File: src/rtl/lsu_pkg.sv
// rtl/lsu_pkg.sv - shared funct3 codes, FSM state type and store-lane helpers for the LSU
package lsu_pkg;

   localparam logic [2:0] F3_B  = 3'b000;
   localparam logic [2:0] F3_H  = 3'b001;
   localparam logic [2:0] F3_W  = 3'b010;
   localparam logic [2:0] F3_BU = 3'b100;
   localparam logic [2:0] F3_HU = 3'b101;

   typedef enum logic [1:0] {
      IDLE,
      REQ,
      WAIT_R
   } lsu_state_t;

   // Loads always fetch the full word; only stores narrow the byte enables.
   function automatic logic [3:0] be_gen(input logic is_store, input logic [2:0] funct3,
                                        input logic [1:0] off);
      logic [3:0] be;
      be = 4'b1111;
      if (is_store) begin
         case (funct3)
            F3_B:    be = 4'b0001 << off;
            F3_H:    be = off[1] ? 4'b1100 : 4'b0011;
            default: be = 4'b1111;
         endcase
      end
      return be;
   endfunction

   function automatic logic [31:0] wdata_gen(input logic [2:0] funct3, input logic [31:0] d);
      logic [31:0] w;
      case (funct3)
         F3_B:    w = {4{d[7:0]}};
         F3_H:    w = {2{d[15:0]}};
         default: w = d;
      endcase
      return w;
   endfunction

endpackage

File: src/rtl/lsu_load_align.sv
// rtl/lsu_load_align.sv - selects the addressed byte/halfword of a read word and extends it
module lsu_load_align
   import lsu_pkg::*;
(
   input  logic [31:0] rdata,
   input  logic [1:0]  off,
   input  logic [2:0]  funct3,
   output logic [31:0] data
);

   logic [7:0]  lane_b;
   logic [15:0] lane_h;

   always_comb begin
      lane_b = 8'h00;
      case (off)
         2'd0: lane_b = rdata[7:0];
         2'd1: lane_b = rdata[15:8];
         2'd2: lane_b = rdata[23:16];
         2'd3: lane_b = rdata[31:24];
         default: lane_b = 8'h00;
      endcase
      lane_h = off[1] ? rdata[31:16] : rdata[15:0];

      case (funct3)
         F3_B:    data = {{24{lane_b[7]}}, lane_b};
         F3_BU:   data = {24'h000000, lane_b};
         F3_H:    data = {{16{lane_h[15]}}, lane_h};
         F3_HU:   data = {16'h0000, lane_h};
         default: data = rdata;
      endcase
   end

endmodule

File: src/rtl/load_store_unit.sv
// rtl/load_store_unit.sv - RV32I memory stage: one outstanding req/gnt/rvalid access, stalls upstream
module load_store_unit
   import lsu_pkg::*;
#(
   parameter int DATA_WIDTH = 32,
   parameter int ADDR_WIDTH = 32
) (
   input  logic                  clk,
   input  logic                  reset,
   input  logic                  ex_valid,
   input  logic                  MemRead,
   input  logic                  MemWrite,
   input  logic [2:0]            Funct3,
   input  logic [DATA_WIDTH-1:0] ALUResult,
   input  logic [DATA_WIDTH-1:0] StoreData,
   output logic                  lsu_busy,
   output logic                  ld_valid,
   output logic [DATA_WIDTH-1:0] ld_data,
   output logic                  lsu_err,
   output logic                  mem_req,
   output logic                  mem_we,
   output logic [ADDR_WIDTH-1:0] mem_addr,
   output logic [DATA_WIDTH-1:0] mem_wdata,
   output logic [3:0]            mem_be,
   input  logic                  mem_gnt,
   input  logic                  mem_rvalid,
   input  logic [DATA_WIDTH-1:0] mem_rdata
);

   lsu_state_t            state, state_n;
   logic                  req_n, we_n, ld_valid_n, err_n;
   logic [ADDR_WIDTH-1:0] addr_n;
   logic [DATA_WIDTH-1:0] wdata_n, ld_data_n, align_data;
   logic [3:0]            be_n;
   logic [2:0]            lat_f3, lat_f3_n;
   logic [1:0]            lat_off, lat_off_n;
   logic                  accept, op_bad, misaligned;

   lsu_load_align u_align (
      .rdata  (mem_rdata),
      .off    (lat_off),
      .funct3 (lat_f3),
      .data   (align_data)
   );

   assign lsu_busy = (state != IDLE);
   assign accept   = ex_valid & (MemRead | MemWrite);

   // Misalignment follows access size in funct3[1:0]; illegal codes are already caught by op_bad.
   assign misaligned = ((Funct3[1:0] == 2'b01) & ALUResult[0]) |
                       ((Funct3[1:0] == 2'b10) & (ALUResult[1:0] != 2'b00));
   assign op_bad = (MemRead & MemWrite) |
                   (MemRead & ((Funct3 == 3'b011) | (Funct3[2:1] == 2'b11))) |
                   (MemWrite & (Funct3 > F3_W)) |
                   misaligned;

   always_comb begin
      state_n    = state;
      req_n      = mem_req;
      we_n       = mem_we;
      addr_n     = mem_addr;
      wdata_n    = mem_wdata;
      be_n       = mem_be;
      ld_valid_n = 1'b0;
      ld_data_n  = ld_data;
      err_n      = 1'b0;
      lat_f3_n   = lat_f3;
      lat_off_n  = lat_off;

      case (state)
         IDLE: begin
            if (accept) begin
               if (op_bad) begin
                  err_n = 1'b1;
               end else begin
                  state_n   = REQ;
                  req_n     = 1'b1;
                  we_n      = MemWrite;
                  addr_n    = {ALUResult[ADDR_WIDTH-1:2], 2'b00};
                  be_n      = be_gen(MemWrite, Funct3, ALUResult[1:0]);
                  wdata_n   = MemWrite ? wdata_gen(Funct3, StoreData) : '0;
                  lat_f3_n  = Funct3;
                  lat_off_n = ALUResult[1:0];
               end
            end
         end
         REQ: begin
            if (mem_gnt) begin
               req_n   = 1'b0;
               state_n = mem_we ? IDLE : WAIT_R;
            end
         end
         WAIT_R: begin
            if (mem_rvalid) begin
               ld_data_n  = align_data;
               ld_valid_n = 1'b1;
               state_n    = IDLE;
            end
         end
         default: state_n = IDLE;
      endcase
   end

   always_ff @(posedge clk or posedge reset) begin
      if (reset) begin
         state     <= IDLE;
         mem_req   <= 1'b0;
         mem_we    <= 1'b0;
         mem_addr  <= '0;
         mem_wdata <= '0;
         mem_be    <= 4'b0000;
         ld_valid  <= 1'b0;
         ld_data   <= '0;
         lsu_err   <= 1'b0;
         lat_f3    <= 3'b000;
         lat_off   <= 2'b00;
      end else begin
         state     <= state_n;
         mem_req   <= req_n;
         mem_we    <= we_n;
         mem_addr  <= addr_n;
         mem_wdata <= wdata_n;
         mem_be    <= be_n;
         ld_valid  <= ld_valid_n;
         ld_data   <= ld_data_n;
         lsu_err   <= err_n;
         lat_f3    <= lat_f3_n;
         lat_off   <= lat_off_n;
      end
   end

endmodule
File: config.mk
export PLATFORM = sky130hd
export DESIGN_NAME = load_store_unit
export DESIGN_NICKNAME = d
export VERILOG_FILES = /design/src/rtl/lsu_pkg.sv /design/src/rtl/lsu_load_align.sv /design/src/rtl/load_store_unit.sv
export SDC_FILE = /design/constraint.sdc
export NUM_CORES = 1
export LEC_CHECK = 0
export CAP_MARGIN = 40
export CORE_UTILIZATION = 40
export CTS_BUF_LIST = sky130_fd_sc_hd__clkbuf_16
export CTS_CLUSTER_SIZE = 20
export DETAILED_ROUTE_END_ITERATION = 12
export PLACE_DENSITY_LB_ADDON = 0.25
export SYNTH_ARGS = -nofsm -noshare
export SYNTH_HDL_FRONTEND = slang
export SYNTH_HIERARCHICAL = 1
export SYNTH_SLANG_ARGS = --single-unit
File: constraint.sdc
create_clock -name clk -period 5 [get_ports clk]
set_input_delay 1 -clock clk [delete_from_list [all_inputs] [get_ports clk]]
set_output_delay 1 -clock clk [all_outputs]
set_load 0.02 [all_outputs]
# [Word level (Yosys, flattened, before mapping)]
# Index checks and enable logic that the tools add are counted.
[totals] out_inout_bits=105 regBits=109
[op_classes] n_eq_ne=17 n_lt_le_gt_ge=1 mux=23 reduce_logical=11 bitwise=13 shifts=1
[op_table] cell="$pmux 32 s4" count=1
[op_table] cell="$pmux 32 s2" count=1
[op_table] cell="$mux 32" count=1
[op_table] cell="$pmux 8 s4" count=1
[op_table] cell="$mux 16" count=1
[op_table] cell="$eq 2x2->1 const B" count=5
[op_table] cell="$mux 2" count=5
[op_table] cell="$mux 1" count=8
[op_table] cell="$mux 4" count=2
[op_table] cell="$ne 2x2->1 const B" count=4
[op_table] cell="$pmux 4 s2" count=1
[op_table] cell="$reduce_and 4->1" count=2
[op_table] cell="$and 1x1->1" count=6
[op_table] cell="$eq 2x1->1 const B" count=3
[op_table] cell="$eq 3x1->1 const B" count=2
[op_table] cell="$eq 3x3->1 const B" count=2
[op_table] cell="$logic_not 3->1" count=2
[op_table] cell="$or 1x1->1" count=6
[op_table] cell="$pmux 2 s3" count=1
[op_table] cell="$reduce_bool 2->1" count=3
[op_table] cell="$logic_not 2->1" count=2
[op_table] cell="$shl 1x2->4 const A" count=1
[op_table] cell="$eq 3x2->1 const B" count=1
[op_table] cell="$gt 3x2->1 const B" count=1
[op_table] cell="4 further kinds" count=4

# [Depth between registers and ports, before layout]
[depth] ltp_word=9 mapped_depth=8 mapped_depth_nobuf=6

# [Hierarchy]
# Netlist, hierarchy kept.
[by_module_without_submodules] module="load_store_unit" area_each_um2=4853.4 n_inst=1 seq_area_each_um2=2727.6 cells_per_inst=418
[by_module_without_submodules] module="lsu_load_align" area_each_um2=668.1 n_inst=1 seq_area_each_um2=0.0 cells_per_inst=111

# [Least setup slack after synthesis]
# No wires, ideal clock.
[synth_path] path_kind="in2reg" startpoint="input port ALUResult[0]" endpoint="register lat_f3[0]" arrival_ps=2245 path_slack_ps=2630 setup_time_ps=125 cell_stages=6 t_required_ps=4875 cell_sequence="or3_1 -> a21oi_2 -> o211ai_1 -> buf_6 -> buf_6 -> mux2_4"
[synth_between] elab_chain_cells=6
[synth_rtl] element="from (decl)" line_no="load_store_unit.sv:14" source="input logic [DATA_WIDTH-1:0] ALUResult,"
[synth_rtl] element="$reduce_bool 2->1" line_no="load_store_unit.sv:51" source="((Funct3[1:0] == 2'b10) & (ALUResult[1:0] != 2'b00));"
[synth_rtl] element="$and 1x1->1" line_no="load_store_unit.sv:51"
[synth_rtl] element="$or 1x1->1 *" line_no="load_store_unit.sv:50" source="assign misaligned = ((Funct3[1:0] == 2'b01) & ALUResult[0]) |"
[synth_rtl] element="$or 1x1->1 *" line_no="load_store_unit.sv:54" source="(MemWrite & (Funct3 > F3_W)) |"
[synth_rtl] element="$not 1->1 (no line) *"
[synth_rtl] element="$reduce_and 3->1 (no line) *"
[synth_rtl] element="to (signal assigned)" line_no="load_store_unit.sv:127" source="lat_f3 <= lat_f3_n;"
[synth_rtl] element="to (decl)" line_no="load_store_unit.sv:35" source="logic [2:0] lat_f3, lat_f3_n;"
# Mark *: on every way between the ends. The rest lies on a longest branch, timed or not.
# A chain may end at the register's enable or synchronous reset.

# [Worst setup path after layout]
[layout_path] startpoint="input port Funct3[0]" endpoint="register mem_we"
[layout_between] elab_chain_cells=8
[layout_rtl] element="from (decl)" line_no="load_store_unit.sv:13" source="input logic [2:0] Funct3,"
[layout_rtl] element="$eq 3x2->1" line_no="load_store_unit.sv:53" source="(MemRead & ((Funct3 == 3'b011) | (Funct3[2:1] == 2'b11))) |"
[layout_rtl] element="$or 1x1->1" line_no="load_store_unit.sv:53"
[layout_rtl] element="$and 1x1->1" line_no="load_store_unit.sv:53"
[layout_rtl] element="$or 1x1->1" line_no="load_store_unit.sv:52" source="assign op_bad = (MemRead & MemWrite) |"
[layout_rtl] element="$or 1x1->1" line_no="load_store_unit.sv:53"
[layout_rtl] element="$or 1x1->1 *" line_no="load_store_unit.sv:54"
[layout_rtl] element="$not 1->1 (no line) *"
[layout_rtl] element="$reduce_and 3->1 (no line) *"
[layout_rtl] element="to (signal assigned)" line_no="load_store_unit.sv:120" source="mem_we <= we_n;"
[layout_rtl] element="to (decl)" line_no="load_store_unit.sv:21" source="output logic mem_we,"
# Marks and branches as above.

==> metrics.md <==
| Metric | Value |
|---|---|
| Outcome | finished, final reports clean |
| # fillers | 1167 |
| Post-CTS setup buffer count | 0 |
| Worst skew pair latency | 0.35 ns |
| Reg2Reg Depth | 5 |
| Max-cap violations | 0 |
| Worst EP arrival | 3.19 ns |
| Cell variety after synth | 41 |
| Worst setup path class | in -> reg |
| DP Cell Count | 885 |
| Total Nets Final | 826 |
| CP startpoint | Funct3[0] |
| Hpwl dp | 10600 µm |
| Hold wc startpoint | ld_data[11]$_DFFE_PP0P_ |
| DRT iter0 DRCs | 242 |
| Crit-path max FO | 55 |
| # clock sinks | 109 |
| Hold buffers post-CTS | 0 |
| Post-Synth Simple-Gate Area | 14.5% |
| Min-delay worst type | reg -> reg |
| Hold path depth | 2 |
| Die ar. | 14300 µm² |
| Remaining antenna violation count | 0 |
| Drt wl/cell | 16.0 µm |
| H-tree levels | 3 |
| Yosys warning total | 6 |
| Row cnt | 42 |
| Main combinational cell family by area after synthesis | multiplexers |
| Dominant synthesized flop cell | dfrtp_1 |
| Final Skew | 0.00798 ns |
| Synth top area share | 49.4% |
| Async SR Flop Fraction | 100% |
| Starting Density | 41.4% |
| Share of cells above drive strength 1 | 13.0% |
| Slew @ Worst Pin | 0.726 ns |
| Mean post-synth cell area | 10.4 µm² |
| DR pass1 iterations | 5 |
| Fin Setup TNS | 0 ns |
| Total power | 4.17 mW |
| DR top layer | met4 |
| CTS resizes | 0 |
| Core Box Area | 13300 µm² |
| Crit path required time | 5.23 ns |
| Adder-cell share of the synthesized area | 0% |
| Tot GR Track Use | 21.0% |
| Ports | 211 |
| Final Cycle Share | 59.1% |
| CP max stage cell | clkdlybuf4s50_1 |
| Yosys reg bits | 109 |
| GRT overflow | 0 |
| Vias | 4477 |
| Post-Syn Area | 5520 µm² |
| Pwr dens | 518 nW/µm² |
| Area Growth Syn to Fin | 45.7% |
| Wire length on met3 | 852 µm |
| Worst R2R Start | lat_off[1]$_DFFE_PP0P_ |
| CTS root buffer | clkbuf_16 |
| Gp weighted congestion | 0.823 |
| Largest net degree at the start of global routing | 59 |
| Worst vdd ir | 0.241 mV |
| Synth Instances | 529 |
| Final setup violation count | 0 |
| Final wirelength | 14400 µm |
| P_leak | 3.88 nW |
| Place WS | 1.68 ns |
| Metal2 WL | 7030 µm |
| Global-route wire length before repair | 23300 µm |
| Non-filler cells, final | 901 |
| Synth Area in Compound Gates | 11.3% |
| M1 wire length | 6350 µm |
| CP cell instances | clkdlybuf4s50_1, a211o_1, nand2_1, o211ai_1, buf_12, mux2_2 |
| CTS tree | done |
| Setup repair after global routing missed its margin | false |
| Post-synth top area cell | dfrtp_1 |
| DRC errors left | 0 |
| Post-synth EDFFs | 0 |
| Number of port buffers | 208 |
| Relative slew margins | 51.4% |
| Number of global-route vias before repair | 4570 |
| Final Critical Period | 2.96 ns |
| Vias per cell | 4.97 |
| Xor-xnor portion of the synthesized cell area | 0% |
| CTS max path bufs | 2 |
| Die width | 119 µm |
| Final hold violation count | 0 |
| Total CTS buffers | 9 |
| Antenna violations before repair | 0 |
| Multiplexer area fraction after synthesis | 19.9% |
| Final slew viol count | 0 |
| Sequential area share after synthesis | 49.4% |
| Final worst slack | 2.04 ns |
| Ant. Diodes | 0 |
| FMAX | 338 MHz |
| Max stage delay on crit path | 0.94 ns |
| Reg clk slew, reported paths | 0.07 ns |
| Worst Setup Start Kind | input port |
| Endpoint class of the critical path | flop |
| Die Height | 119 µm |
| Synth top area cells | dfrtp_1 49%, mux2_4 14%, nand2_1 11%, mux2i_1 3.1%, mux2_2 2.9% |
==> kinds of logic (layout without fill, tap and decap cells) <==
group	count (synthesis)	count (layout)
other	1	2
buffers and inverters	52	247
DFF	109	109
muxes	82	82
AOI/OAI and AO/OA	91	91
and+or+nand+nor	194	194
==> cells in the mapped netlist, types with 2 or more instances <==
library cell    n
nand2_1       158
dfrtp_1       109
mux2_4         50
clkbuf_1       23
o21ai_0        19
a21o_1         17
mux2i_1        17
inv_1          14
mux2_2         14
a21oi_1        10
nand2b_1        9
a21boi_0        8
a221o_1         8
nand3_1         8
o21ai_1         8
a22oi_1         7
buf_6           7
nor2_1          6
o211ai_1        5
buf_2           4
nor2b_1         4
buf_1           2
buf_4           2
or2_2           2
or3_1           2
==> cells in the final DEF (no fill, tap or decap), types with 2 or more instances in the layout <==
master	synthesis	routed
o21ai_1	8	8
a221o_1	8	8
or3_1	2	2
mux2_2	14	14
o211ai_1	5	5
buf_4	2	6
nand3_1	8	8
inv_1	14	13
a21o_1	17	17
nand2b_1	9	9
clkinv_1	0	2
dfrtp_1	109	109
a22oi_1	7	7
nand2_1	158	158
a21oi_1	10	10
o21ai_0	19	19
or2_2	2	2
bufinv_16	0	2
mux2i_1	17	17
clkbuf_16	0	9
nor2b_1	4	4
clkdlybuf4s50_1	0	208
conb_1	1	2
mux2_4	50	50
nor2_1	6	6
a21boi_0	8	8
==> layer usage <==
layer	up-vias	track usage [%]
li1	2163	-
met1	2143	27.7
met2	159	34.2
met3	12	4.61
met4	0	6.56
met5	-	0
==> power by group <==
part	switching, mW	total [mW]	internal, mW
sequential	0.230	1.44	1.21
combinational	0.932	1.97	1.04
clock	0.317	0.754	0.437
==> stage by stage <==
step           cell area (µm²)  hold WS [ns]  util (%)
2_1_floorplan             5530         0.479         -
3_5_place_dp              7730         0.461      57.9
5_1_grt                   8040         0.496      60.3
4_1_cts                   8040         0.479      60.3
3_3_place_gp              7690         0.458      57.6
6_report                  8040         0.471      60.3
==> worst max-delay path, delay by kind of cell <==
kind                   cells  cell delay [ns]
AOI/OAI and AO/OA          2             0.40
and+or+nand+nor            1             0.06
muxes                      1             0.38
buffers and inverters      2             1.32
==> state kept, by name, summed over array words and instances (netlist names) <==
signal,cells
ld_data,32
mem_wdata,32
mem_addr,30
mem_be,4
lat_f3,3
lat_off,2
state,2
ld_valid,1
lsu_err,1
mem_req,1
mem_we,1
==> path summary, 6_finish.rpt <==
path / to / slack, ns
max: mem_we$_DFFE_PP0P_ / 2.04
min: ld_data[11]$_DFFE_PP0P_ / 0.47
max reg2reg: ld_data[11]$_DFFE_PP0P_ / 2.81
min reg2reg: ld_data[11]$_DFFE_PP0P_ / 0.47
max in group asynchronous: mem_wdata[13]$_DFFE_PP0P_ / 3.05
min in group asynchronous: mem_addr[12]$_DFFE_PP0P_ / 1.02
==> final cells by class <==
cell class | instances | area [µm²] | share of cell area, %
sequential | 109 | 2730 | 33.9
multi-input combinational | 369 | 2540 | 31.5
timing repair buffer | 217 | 2190 | 27.2
clock buffer | 9 | 225 | 2.80
tap | 176 | 220 | 2.74
clock inverter | 7 | 88.8 | 1.10
inverter | 14 | 55.1 | 0.684
Note: power is estimated with default switching activity, not from simulation.
